--- config.mk ---
export PLATFORM = sky130hd
export DESIGN_NAME = regfile_write_arbiter
export DESIGN_NICKNAME = d
export VERILOG_FILES = /design/src/rtl/regfile_write_arbiter.sv
export SDC_FILE = /design/constraint.sdc
export NUM_CORES = 1
export LEC_CHECK = 0
export ABC_AREA = 0
export CAP_MARGIN = 20
export CORE_MARGIN = 2
export CORE_UTILIZATION = 40
export CTS_CLUSTER_DIAMETER = 60
export CTS_CLUSTER_SIZE = 20
export DETAILED_ROUTE_END_ITERATION = 10
export GPL_TIMING_DRIVEN = 0
export PLACE_DENSITY = 0.89
export SLEW_MARGIN = 20
export SYNTH_ARGS = -nofsm -noshare
export SYNTH_HDL_FRONTEND = slang
export SYNTH_SLANG_ARGS = --single-unit
--- constraint.sdc ---
create_clock -name clk -period 5.1 [get_ports clk]
set_input_delay 0.51 -clock clk [delete_from_list [all_inputs] [get_ports clk]]
set_output_delay 0.51 -clock clk [all_outputs]
set_load 0.02 [all_outputs]
--- src/rtl/regfile_write_arbiter.sv ---
// -----------------------------------------------------------------------------
// regfile_write_arbiter
//
// Shares the single register-file write port between NUM_REQ writeback
// sources. One requester is granted per cycle; the winning write is registered
// and driven onto the rf_* outputs the following cycle. Writes to x0 complete
// their handshake but never raise rf_reg_write. Cycles with two or more
// requesters contending (and no hold) are counted in a saturating counter.
//
// Configuration macro:
//   REGFILE_WRITE_ARB_RR_EN  defined   -> round-robin arbitration
//                            undefined -> fixed priority, lowest index wins
//
// Ports:
//   clk             clock, all state on rising edge
//   reset_n         synchronous active-low reset
//   req_valid       per-requester write pending
//   req_rd          packed destination indices, slice i = [i*ADDR_W +: ADDR_W]
//   req_data        packed write data, slice i = [i*DATA_W +: DATA_W]
//   req_ready       one-hot or zero, requester accepted this cycle
//   hold            pipeline freeze, blocks all grants
//   rf_reg_write    register-file write enable
//   rf_rd           register-file destination index
//   rf_write_data   register-file write data
//   grant_id        index of requester whose write is on rf_*
//   conflict_count  saturating count of contended, non-held cycles
// -----------------------------------------------------------------------------
module regfile_write_arbiter #(
    parameter int unsigned NUM_REQ = 2,
    parameter int unsigned DATA_W  = 32,
    parameter int unsigned ADDR_W  = 5
) (
    input  logic                         clk,
    input  logic                         reset_n,
    input  logic [NUM_REQ-1:0]           req_valid,
    input  logic [NUM_REQ*ADDR_W-1:0]    req_rd,
    input  logic [NUM_REQ*DATA_W-1:0]    req_data,
    output logic [NUM_REQ-1:0]           req_ready,
    input  logic                         hold,
    output logic                         rf_reg_write,
    output logic [ADDR_W-1:0]            rf_rd,
    output logic [DATA_W-1:0]            rf_write_data,
    output logic [$clog2(NUM_REQ)-1:0]   grant_id,
    output logic [15:0]                  conflict_count
);

    localparam int unsigned IdW = $clog2(NUM_REQ);

    // Arbitration result
    logic               found;
    logic [IdW-1:0]     win_idx;
    logic [NUM_REQ-1:0] gnt;
    logic               transfer;
    logic [ADDR_W-1:0]  win_rd;
    logic [DATA_W-1:0]  win_data;

    // Output stage and counter
    logic               rf_reg_write_q, rf_reg_write_d;
    logic [ADDR_W-1:0]  rf_rd_q, rf_rd_d;
    logic [DATA_W-1:0]  rf_write_data_q, rf_write_data_d;
    logic [IdW-1:0]     grant_id_q, grant_id_d;
    logic [15:0]        conflict_count_q, conflict_count_d;
    logic               multi_valid;

`ifdef REGFILE_WRITE_ARB_RR_EN
    logic [IdW-1:0] ptr_q, ptr_d;

    // Search upward from ptr+1 with wrap; first valid requester wins.
    always_comb begin
        logic [IdW-1:0] cand;
        found   = 1'b0;
        win_idx = '0;
        cand    = '0;
        for (int unsigned k = 0; k < NUM_REQ; k++) begin
            cand = IdW'((32'(ptr_q) + 32'd1 + k) % NUM_REQ);
            if (!found && req_valid[cand]) begin
                found   = 1'b1;
                win_idx = cand;
            end
        end
    end

    always_comb begin
        ptr_d = ptr_q;
        if (transfer) begin
            ptr_d = win_idx;
        end
    end
`else
    // Fixed priority: scan downward so the lowest valid index is left last.
    always_comb begin
        logic [IdW-1:0] cand;
        found   = 1'b0;
        win_idx = '0;
        cand    = '0;
        for (int k = NUM_REQ - 1; k >= 0; k--) begin
            cand = IdW'(k);
            if (req_valid[cand]) begin
                found   = 1'b1;
                win_idx = cand;
            end
        end
    end
`endif

    // Grants are killed by hold and combinationally by reset.
    assign transfer = found & reset_n & ~hold;

    always_comb begin
        gnt      = '0;
        win_rd   = '0;
        win_data = '0;
        for (int i = 0; i < NUM_REQ; i++) begin
            if (win_idx == IdW'(i)) begin
                gnt[i]   = 1'b1;
                win_rd   = req_rd[i*ADDR_W +: ADDR_W];
                win_data = req_data[i*DATA_W +: DATA_W];
            end
        end
    end

    assign req_ready = transfer ? gnt : '0;

    // Two or more bits set <=> clearing the lowest set bit leaves something.
    assign multi_valid = (req_valid & (req_valid - NUM_REQ'(1))) != '0;

    always_comb begin
        rf_reg_write_d   = 1'b0;
        rf_rd_d          = rf_rd_q;
        rf_write_data_d  = rf_write_data_q;
        grant_id_d       = grant_id_q;
        conflict_count_d = conflict_count_q;
        if (transfer) begin
            rf_reg_write_d  = (win_rd != '0);
            rf_rd_d         = win_rd;
            rf_write_data_d = win_data;
            grant_id_d      = win_idx;
        end
        if (multi_valid && !hold && (conflict_count_q != 16'hFFFF)) begin
            conflict_count_d = conflict_count_q + 16'd1;
        end
    end

    always_ff @(posedge clk) begin
        if (!reset_n) begin
            rf_reg_write_q   <= 1'b0;
            rf_rd_q          <= '0;
            rf_write_data_q  <= '0;
            grant_id_q       <= '0;
            conflict_count_q <= '0;
        end else begin
            rf_reg_write_q   <= rf_reg_write_d;
            rf_rd_q          <= rf_rd_d;
            rf_write_data_q  <= rf_write_data_d;
            grant_id_q       <= grant_id_d;
            conflict_count_q <= conflict_count_d;
        end
    end

`ifdef REGFILE_WRITE_ARB_RR_EN
    // Reset to NUM_REQ-1 so requester 0 has top priority after reset.
    always_ff @(posedge clk) begin
        if (!reset_n) begin
            ptr_q <= IdW'(NUM_REQ - 1);
        end else begin
            ptr_q <= ptr_d;
        end
    end
`endif

    assign rf_reg_write   = rf_reg_write_q;
    assign rf_rd          = rf_rd_q;
    assign rf_write_data  = rf_write_data_q;
    assign grant_id       = grant_id_q;
    assign conflict_count = conflict_count_q;

endmodule

==> flow_summary.toml <==
[sta]
tightestPinTransition_ns = 0.7338
max_slew_margin_pct = 50.46
tns_ns = 0
hold_viol = 0
hold_slack_ns = 0.4746
final.min_clock_period_ns = 3.448
drv_slew = 0
setup_violations = 0
max_freq_mhz = 290.1
rsz0062_at_grt = "false"
final.period_utilization_pct = 67.60
fin_worst_skew_ns = 0.003694

[cells_and_area]
drive_gt1_share_pct = 4.167
finalInstanceArea_um2 = 3847
area_growth_syn_to_layout_pct = 68.12
antennaDiodeCount = 0
fillers = 428
final_util_pct = 69.87
layout_common_cells = "clkdlybuf4s50_1, dfxtp_1, nor2_1"
layout_commonest_cell = "clkdlybuf4s50_1"
final_nets = 463
final_cells = 456

[power_and_ir_drop]
p_leak_uw = 0.001378
power_density_nw_per_um2 = 243.0
intPower_uw = 707.2
p_seq_share_pct = 48.8
switching_share_pct = 24.37
p_sw_uw = 227.9
clkPwrFrac_pct = 32.3
peakVddDrop_v = 0.0001374
combinationalPowerShare_pct = 18.9

[die]
fp.dieH_um = 79.64
placementRows = 27
initial_utilization_pct = 41.56
fp.dieW_um = 79.64
io_pins = 136
coreArea_um2 = 5507
die_area_um2 = 6343

[critical_path]
crit_required_ns = 4.59
setup.worst_path.end_class = "output port"
crit_fanout = 10
crit_path_max_incr_delay_ns = 0.70
cp.arrival_ns = 2.94
critPathBufInv = 4
criticalPathCategory = "in -> out"
cp_cell_sequence = "clkdlybuf4s50_1 -> nand2b_1 -> clkbuf_1 -> nor2_1 -> clkbuf_1 -> clkdlybuf4s50_1"
start_kind = "primary input"
critPathSlowestCell = "clkdlybuf4s50_1"
path_delay_family = "buffers and inverters"

[yosys]
yosysWarnings = 0
ys_ff_latch = 55
synth_edf_count = 0
synth_cells = 241
yosysSeqAreaShare_pct = 48.11
synth-async-reset-ratio_pct = 0
syn_area_per_cell_um2 = 9.496
syn_nets = 321
ys_types = 38
synth_area_leaders = "dfxtp_1, a222oi_1, nor2_1"
synth_ff_type = "dfxtp_1"
synth.top_cell.area_share_pct = 48.11
yosysTopAreaCell = "dfxtp_1"
synthesis.area_um2 = 2288

[grt]
grt_pass1_vias = 2558
grt_pass1_wl_um = 12240
track_usage_pct = 24.79
grt_antenna_before_repair = 0
gr-total-overflow = 0
grt_max_degree = 17

[detailed_routing]
routed_wl_um = 7777
via_count = 2598
wl_met3_um = 619
vias_per_cell = 5.697
drc = 0
final_antenna_net_count = 0
dr.pass1.iters = 5
top_layer_used = "met4"
drtIter0Drc = 190
wl_met1_um = 2917
wl_per_cell_um = 17.05
wl_met2_um = 4121

[clocking]
cts-root-buf = "clkbuf_8"
cts_buffer_depth = 2
cts_tree = "done"
clk_pin_slew_worst_paths_ns = 0.10
clock_sinks = 55
hold_buffers = 0
clk_latency_ns = 0.31
cts_buffers = 5
cts_resized = 0
h-tree-depth = 2
postCtsSetupBuffers = 0

[flow_run]
maxCapViolCount = 0

[placed_design]
dpl-instance-area_um2 = 3730
dp.cells = 448
gp_congestion = 0.9224
dp_hpwl_um = 5830
port-buffer-count = 135

[outcome]
status = "complete, no violations"

[hold_path]
hold_class = "reg -> reg"
path summary, 6_finish.rpt:
path                     startpoint                end  slack [ns]  depth (start not counted)
hold reg to reg            grant_id           grant_id        0.47                          2
setup / recovery       req_valid[0]       req_ready[1]        1.65                          6
setup reg to reg  conflict_count[8]  conflict_count[2]        3.11                          5
hold / removal             grant_id           grant_id        0.47                          2
power by group through the flow:
stage | Sequential [uW] | Clock, uW | Combinational, uW
2_1_floorplan | 485 | 0 | 44.7
3_3_place_gp | 465 | 0 | 172
3_5_place_dp | 465 | 0 | 175
4_1_cts | 456 | 306 | 177
5_1_grt | 458 | 321 | 188
6_report | 456 | 302 | 176
tightest hold or removal path: stages, from the launching register on:
cell and delay, ns:
dfxtp_1 0.32, inv_1 0.05, a211oi_1 0.06
routing by layer:
layer | vias to the layer above | GRT usage, %
li1 | 1230 | -
met1 | 1239 | 28.21
met2 | 117 | 43.61
met3 | 12 | 8.145
met4 | 0 | 7.931
met5 | - | 0
final cells by class:
cell class	count	area, um2	share of cell area (%)
Buffer	19	72.57	1.886
Clock buffer	6	82.58	2.146
Clock inverter	2	35.03	0.9106
Inverter	3	11.26	0.2927
Multi-Input combinational cell	164	1104	28.68
Sequential cell	55	1101	28.62
Tap cell	72	90.09	2.341
Timing Repair Buffer	135	1351	35.12
Yosys cell counts, types with 2 or more instances:
master,n
or3_1,2
nand3_1,9
o31ai_1,7
nor3_1,4
a21oi_1,11
o21ai_0,9
or4_1,7
and3_1,2
clkbuf_1,18
nand2b_1,4
dfxtp_1,55
mux2i_1,6
inv_1,3
nand4_1,4
nand2_1,7
a222oi_1,32
nor2_1,38
xor2_1,2
nor4_1,2
cell families after synthesis:
logic type | count (synthesis) | synth area share [%]
flops | 55 | 48.11
simple gates | 90 | 21.49
xor+xnor | 2 | 0.7656
mux | 6 | 2.624
buf+inv | 22 | 3.663
compound gates | 65 | 22.80
fa+ha+maj | 1 | 0.5467
state kept, by name, indices dropped and copies added (netlist names):
name and count:
rf_write_data 32, rf_reg_write 1, conflict_count 16, rf_rd 5, grant_id 1
through the flow:
stage               setup WS [ns]  total power [uW]
finish                      1.652             935.1
global route                1.491             967.2
CTS                         1.659             938.4
detailed placement          1.702             640.8
global placement            1.709             636.5
floorplan                   3.071             529.7
(Power assumes the default switching activity.)
